`src/rtl/led_share_sched.sv`:
```
// Round-robin time-slicing of the status LEDs between NUM_REQ requesters,
// with PWM dimming of the granted pattern.
module led_share_sched #(
  parameter int NUM_REQ = 4,
  parameter int LED_W   = 3,
  parameter int PWM_W   = 4,
  parameter int HOLD_W  = 22
) (
  input  logic                         clk,
  input  logic                         rst,
  input  logic [NUM_REQ-1:0]           req,
  input  logic [NUM_REQ*LED_W-1:0]     pattern,
  input  logic [NUM_REQ*PWM_W-1:0]     level,
  input  logic [HOLD_W-1:0]            hold_cycles,
  output logic [NUM_REQ-1:0]           grant,
  output logic                         done,
  output logic [$clog2(NUM_REQ)-1:0]   done_id,
  output logic                         busy,
  output logic [LED_W-1:0]             leds
);

  localparam int ID_W = $clog2(NUM_REQ);

  typedef enum logic [1:0] {IDLE, SHOW, GAP} state_t;

  state_t             state;
  logic [ID_W-1:0]    ptr;
  logic [ID_W-1:0]    winner;
  logic [ID_W-1:0]    pick;
  logic               pick_vld;
  logic [NUM_REQ-1:0] pick_oh;
  logic [PWM_W-1:0]   pwm_cnt;
  logic [PWM_W-1:0]   lvl_l;
  logic [LED_W-1:0]   pat_l;
  logic [HOLD_W-1:0]  hold_cnt;
  logic [LED_W-1:0]   pat_a [NUM_REQ];
  logic [PWM_W-1:0]   lvl_a [NUM_REQ];

  // All-ones level is forced fully on rather than 15/16 duty.
  function automatic logic pwm_on(input logic [PWM_W-1:0] lvl, input logic [PWM_W-1:0] cnt);
    return (&lvl) || (cnt < lvl);
  endfunction

  always_comb begin
    for (int i = 0; i < NUM_REQ; i++) begin
      pat_a[i] = pattern[i*LED_W +: LED_W];
      lvl_a[i] = level[i*PWM_W +: PWM_W];
    end
  end

  // Circular first-set scan starting at ptr.
  always_comb begin
    int              idx;
    logic [ID_W-1:0] idx_w;
    idx      = 0;
    idx_w    = '0;
    pick     = '0;
    pick_vld = 1'b0;
    for (int i = 0; i < NUM_REQ; i++) begin
      idx = int'(ptr) + i;
      if (idx >= NUM_REQ) idx = idx - NUM_REQ;
      idx_w = ID_W'(idx);
      if (!pick_vld && req[idx_w]) begin
        pick     = idx_w;
        pick_vld = 1'b1;
      end
    end
  end

  assign pick_oh = NUM_REQ'(1) << pick;

  always_ff @(posedge clk) begin
    if (rst) begin
      state    <= IDLE;
      grant    <= '0;
      done     <= 1'b0;
      done_id  <= '0;
      busy     <= 1'b0;
      leds     <= '0;
      ptr      <= '0;
      pwm_cnt  <= '0;
      hold_cnt <= '0;
    end else begin
      pwm_cnt <= pwm_cnt + 1'b1;
      done    <= 1'b0;
      case (state)
        IDLE: begin
          grant <= '0;
          busy  <= 1'b0;
          leds  <= '0;
          if (pick_vld) begin
            state    <= SHOW;
            grant    <= pick_oh;
            busy     <= 1'b1;
            winner   <= pick;
            pat_l    <= pat_a[pick];
            lvl_l    <= lvl_a[pick];
            hold_cnt <= (hold_cycles == '0) ? '0 : hold_cycles - 1'b1;
            leds     <= pwm_on(lvl_a[pick], pwm_cnt) ? pat_a[pick] : '0;
          end
        end
        SHOW: begin
          if (hold_cnt == '0) begin
            state   <= GAP;
            grant   <= '0;
            leds    <= '0;
            done    <= 1'b1;
            done_id <= winner;
            ptr     <= (winner == ID_W'(NUM_REQ-1)) ? '0 : winner + 1'b1;
          end else begin
            hold_cnt <= hold_cnt - 1'b1;
            leds     <= pwm_on(lvl_l, pwm_cnt) ? pat_l : '0;
          end
        end
        GAP: begin
          state <= IDLE;
          busy  <= 1'b0;
        end
        default: state <= IDLE;
      endcase
    end
  end

endmodule

```
`config.mk`:
```
export PLATFORM = sky130hd
export DESIGN_NAME = led_share_sched
export DESIGN_NICKNAME = d
export VERILOG_FILES = /design/src/rtl/led_share_sched.sv
export SDC_FILE = /design/constraint.sdc
export NUM_CORES = 1
export LEC_CHECK = 0
export ABC_AREA = 1
export CAP_MARGIN = 20
export CORE_MARGIN = 1
export CORE_UTILIZATION = 35
export DETAILED_ROUTE_END_ITERATION = 12
export PLACE_DENSITY_LB_ADDON = 0.12
export SYNTH_ARGS = -nofsm -noshare
export SYNTH_HDL_FRONTEND = slang
export SYNTH_SLANG_ARGS = --single-unit
export TNS_END_PERCENT = 30
```
`constraint.sdc`:
```
create_clock -name clk -period 3 [get_ports clk]
set_clock_uncertainty 0.15 [all_clocks]
set_input_delay 0.45 -clock clk [delete_from_list [all_inputs] [get_ports clk]]
set_output_delay 0.45 -clock clk [all_outputs]
set_load 0.01 [all_outputs]
```
* Word-level counts from Yosys, hierarchy flattened
Cells that the tools add are included.
** Storage, ports and cells
- Output and inout port bits :: 11
- Bits of input ports :: 56
- Register bits after elaboration :: 50
- Logic and storage cells :: 110
** Operators by class
- Reductions and logical operators :: 21
- Shift-type cells :: 1
- Magnitude comparators :: 11
- Bitwise gates (word level) :: 3
- Add/subtract/negate cells :: 11
- Muxes and demuxes :: 45
- Equal/unequal tests :: 6
** Operator list (count)
- two-way mux 22 bit :: 3
- logical NOT 22 bit :: 2
- case mux 22 bit (2 select lines) :: 1
- subtractor 22 x 1 -> 22 bit (second input constant) :: 2
- two-way mux 2 bit :: 11
- two-way mux 3 bit :: 6
- two-way mux 4 bit :: 4
- greater-or-equal comparator 3 bit (second input constant) :: 4
- < comparator 2 x 3 -> 1 bit (second input constant) :: 4
- two-way mux 1 bit :: 10
- binary-select mux 1 bit (select 2 bit) :: 4
- binary-select mux 4 bit (select 2 bit) :: 1
- < comparator 4 bit :: 2
- case mux 4 bit (2 select lines) :: 1
- AND reduction 4 bit :: 2
- subtractor 2 x 1 -> 2 bit (second input constant) :: 4
- adder 2 x 2 -> 3 bit (second input constant) :: 2
- binary-select mux 3 bit (select 2 bit) :: 1
- != test 2 bit (second input constant) :: 3
- case mux 3 bit (2 select lines) :: 1
- AND reduction 2 bit :: 3
- AND reduction 3 bit :: 2
- adder 4 x 1 -> 4 bit (second input constant) :: 1
- equality test 2 bit (second input constant) :: 2
- other kinds (15) :: 22

* Logic depth before layout (Yosys ltp)
- Word-level depth :: 23
- Gate-level depth with buffers :: 25
- Depth with buffers taken out :: 23

* Worst setup path after synthesis
OpenSTA, ideal clock, no wires.
- Path type :: input-to-reg
- Start :: input port req[3]
- End :: register leds[2]
- Cell stages on the path :: 21
- Path slack :: 605 ps
- Data required time :: 2784 ps
- Data arrival time :: 2179 ps
- Buffers on the path :: 1
- Setup time :: 66 ps
- Cell sequence :: inv_1 nand2_1 nand3_1 nand2_2 inv_1 nand2_1 nand2_2 nand3_4 buf_6 inv_4 nand2_1 nand2_1 nand2_1 nand2_1 inv_1 ha_1 a21oi_1 nand2_1 nand2_1 nand2_1 a21oi_2
** Between the ends
- Cells in the longest elaborated chain, start to end :: 21
- Elaborated cells between the ends (all ways) :: 35
- Those cells by class :: order compare: 1; mux: 25; bitwise: 1; reduce/logical: 8
** Ends and longest elaborated chain
- start: declaration :: line 11 : input logic [NUM_REQ-1:0] req,
- binary-select mux 1 bit (select 2 bit) :: line 63 : if (!pick_vld && req[idx_w]) begin
- two-way mux 1 bit (implied by the code) :: line 63
- two-way mux 1 bit :: line 63
- logical NOT 1 bit :: line 63
- logical AND 1 bit :: line 63
- two-way mux 1 bit :: line 63
- logical NOT 1 bit :: line 63
- logical AND 1 bit :: line 63
- [4 not listed]
- named net pick[0] :: line 29 : logic [ID_W-1:0] pick;
- inverter 2 -> 3 bit (implied by the code) (*) :: line 99 : leds <= pwm_on(lvl_a[pick], pwm_cnt) ? pat_a[pick] : '0;
- binary-select mux 4 bit (select 2 bit) :: line 99
- two-way mux 4 bit (implied by the code) (2 in a row) :: line 99
- < comparator 4 bit or AND reduction 4 bit (tied branches) :: line 41 : return (&lvl) || (cnt < lvl);
- logical OR 1 bit :: line 41
- two-way mux 3 bit (*) :: line 99
- two-way mux 3 bit (*) :: line 91 : if (pick_vld) begin
- case mux 3 bit (2 select lines) (*) :: line 86 : case (state)
- end signal: assignment :: line 99
- end signal: assignment :: line 112 : leds <= pwm_on(lvl_l, pwm_cnt) ? pat_l : '0;
- end: declaration :: line 19 : output logic [LED_W-1:0] leds
The timed path passes the listed nets; every way through them passes the cells marked *. The select of a mux whose other input is x is not followed.
A chain may end at the register's enable or synchronous reset.

* Worst setup path after layout
- Start :: input port req[1]
- End :: register leds[1]
** Between the ends
- Cells in the longest elaborated chain, start to end :: 21
- Elaborated cells between the ends (all ways) :: 35
- Those cells by class :: order compare: 1; mux: 25; bitwise: 1; reduce/logical: 8
** Ends and longest elaborated chain (line)
- binary-select mux 1 bit (select 2 bit) :: 63
- two-way mux 1 bit (implied by the code) :: 63
- two-way mux 1 bit :: 63
- logical NOT 1 bit :: 63
- logical AND 1 bit :: 63
- two-way mux 1 bit :: 63
- logical NOT 1 bit :: 63
- logical AND 1 bit :: 63
- [4 not listed]
- inverter 2 -> 3 bit (implied by the code) :: 99
- binary-select mux 4 bit (select 2 bit) :: 99
- two-way mux 4 bit (implied by the code) (2 in a row) :: 99
- < comparator 4 bit or AND reduction 4 bit (tied branches) :: 41
- logical OR 1 bit :: 41
- two-way mux 3 bit :: 99
- two-way mux 3 bit (*) :: 91
- case mux 3 bit (2 select lines) (*) :: 86
Mark *: on every way between the ends. The rest lies on a longest branch, timed or not. The select of a mux whose other input is x is not followed.

==> metrics.csv <==
stage,metric,value,unit
placement,dpl.hpwl,7420,µm
global_route,gr-usage-met1,22.3,%
cts,cts-root-buf,clkbuf_8,
flow_run,maxCapViolations,0,
cts,cts_setup_buffers,0,
detailed_routing,antenna_left,0,
cts,cts_hold_buf,0,
timing,fin_crit_sh,89.6,%
setup_path,crit_arrival,2.78,ns
cts,clk_pin_slew,0.09,ns
power,leakagePower,0.00211,µW
timing,fmax,0.372,GHz
yosys,syn_nets,607,
global_route,grt_max_degree,30,
floorplanning,rows,36,
placement,numPortBuffers,66,
floorplanning,dieArea,10700,µm²
setup_path,path_max_fanout,7,
yosys,syn_avg_cell_area,6.68,µm²
global_route,grt_first_pass_wirelength,15700,µm
floorplanning,die_h,104,µm
setup_path,crit_path_start_kind,input port,
yosys,synthDistinctLibCells,44,
yosys,ys.flop_type,dfxtp_1,
yosys,yosysTopAreaCell,dfxtp_1,
yosys,synthesis.instances,540,
power,peakVddDrop,0.000187,V
setup_path,crit_required,3.09,ns
cts,htreeDepth,2,
setup_path,criticalPathCategory,input port to flip-flop,
cts,clock-sinks,50,
timing,rsz0062_at_grt,no,
floorplanning,dieWidth,104,µm
timing,min_period,2.69,ns
layout,final_cell_mix,"115 x nand2_1, 79 x nor2_1, 68 x inv_1",
global_route,track_usage,17.6,%
power,total_power,1810,µW
cts,clock_path_buffers,2,
timing,holdWs,0.332,ns
global_route,use_met3,2.52,%
timing,worst_slew_margin_rel,47.1,%
detailed_routing,vias,3690,
layout,fill_cells,1044,
yosys,synth_async_sr_flop_share,0,%
cts,numCtsBuffers,5,
timing,worst_pin_slew,0.793,ns
placement,dp_cells,750,
power,power_density,390,nW/µm²
placement,post-place-ws,-0.0341,ns
yosys,ys_seq_area_share,30.2,%
timing,setup_slack,0.311,ns
global_route,grt_pass1_vias,3446,
cts,cts_tree,built,
global_route,grt-ovfl-total,0,
layout,syn2layout_area_growth,28.5,%
timing,setup_viol,0,
global_route,grt-busiest-layer,met2,
layout,instances_no_fill,758,
timing,finalSetupTns,0,ns
cts,worstSkewPairLatency,0.31,ns
timing,finalMaxSlewViolations,0,
layout,num-nets-final,691,
detailed_routing,drt-initial-drc-count,116,
yosys,synth_edf_count,9,
min_path,hold_path.class,flip-flop to flip-flop,
detailed_routing,via_per_inst,4.87,
yosys,synth_warnings,0,
detailed_routing,route.detailed.drc,0,
floorplanning,core,9860,µm²
detailed_routing,routed_wl,9310,µm
floorplanning,start_util,36.6,%
layout,multi_input_area,2160,µm²
timing,finalHoldViolCount,0,
cts,cts_resized,0,
detailed_routing,routedWlPerCell,12.3,µm
layout,mostFrequentLayoutCell,nand2_1,
detailed_routing,firstDrtPassIters,4,
placement,globalplace.congestion,0.813,
layout,antenna_cells,0,
floorplanning,io_pins,67,
layout,layout-drive-gt1-share,10.4,%
outcome,status,completed,
layout,seq_area,1090,µm²
yosys,synth_area_leaders,"dfxtp_1 23%, nand2_1 12%, nor2_1 8.2%",
yosys,syn_area,3610,µm²
global_route,use_met2,31.4,%
global_route,antenna_found_initial,0,
yosys,synth_top_area_share,22.8,%
yosys,ys_ff_latch,50,
setup_path,end_kind,flip-flop,
cell usage after synthesis, types with 2 or more instances:
library cell and n:
nor3_1 8, a22oi_1 8, inv_1 68, nor2_1 79
o21ai_1 2, edfxtp_1 9, inv_2 2, nor2_2 6
a32o_1 4, nand2_1 115, buf_6 2, nand3b_1 3
nor3_2 2, xnor2_1 8, o21ai_0 38, a21oi_1 35
xor2_1 16, a21oi_2 3, a211oi_1 5, dfxtp_1 41
clkbuf_1 9, nand3_1 16, a21boi_0 2, nand2_2 8
inv_4 2, nand3_2 3, nor4_1 5, ha_1 11
nand3_4 2, a31oi_1 8, nand4_1 6, o21a_1 2
routing by layer:
| metal | vias to the layer above | part of all wire (%) |
|---|---|---|
| li1 | 1946 | - |
| met1 | 1667 | 48 |
| met2 | 68 | 47 |
| met3 | 9 | 3.8 |
| met4 | 0 | 1.0 |
| met5 | - | 0 |
stage by stage:
stage	util, %	instance area, µm²
floorplan	-	3610
global placement	46.1	4550
detailed placement	46.1	4550
CTS	47.0	4640
global route	47.0	4640
finish	47.0	4640
worst max-delay path, stage by stage:
cell             delay [ns]
clkdlybuf4s50_1        0.42
inv_1                  0.08
nand2_1                0.07
nand3_1                0.13
nand2_2                0.09
nor2_4                 0.17
nand4_1                0.15
nand2_4                0.16
nand2_1                0.09
or2_1                  0.23
nand3_2                0.07
ha_1                   0.22
nand2_1                0.06
nand2_1                0.04
nand2_1                0.05
nand2_1                0.04
nand2_1                0.09
nand2_1                0.07
a21oi_2                0.11
kinds of logic after synthesis:
group,share of synthesized area (%)
flops,30.2
buf+inv,9.75
xor+xnor,5.83
simple gates,32.3
compound gates,18.0
fa+ha+maj,3.82
flip-flops by register name, summed over array words and instances, names as in the netlist:
name	flops
done	1
lvl_l	4
leds	3
busy	1
done_id	2
pwm_cnt	4
pat_l	3
hold_cnt	22
ptr	2
grant	4
winner	2
state	2
worst paths after layout:
path                             start       to  slack, ns  cells after the start
worst min register to register    busy     busy       0.33                      2
worst min-delay path              busy     busy       0.33                      2
worst max register to register  ptr[0]  leds[1]       0.39                     18
worst max-delay path            req[1]  leds[1]       0.31                     19
cell type report:
type	count	share of cell area, %
clock buffers	5	1.48
well taps	133	3.59
inverters	74	6.26
multi-input cells	404	46.7
repair buffers	89	18.0
flip-flops and latches	50	23.6
clock inverters	3	0.459
power by group:
group	switching [µW]	total [µW]	internal, µW
clock network	232	396	164
registers	58.1	810	751
logic	337	604	267
Note: power is estimated with default switching activity, not from simulation.
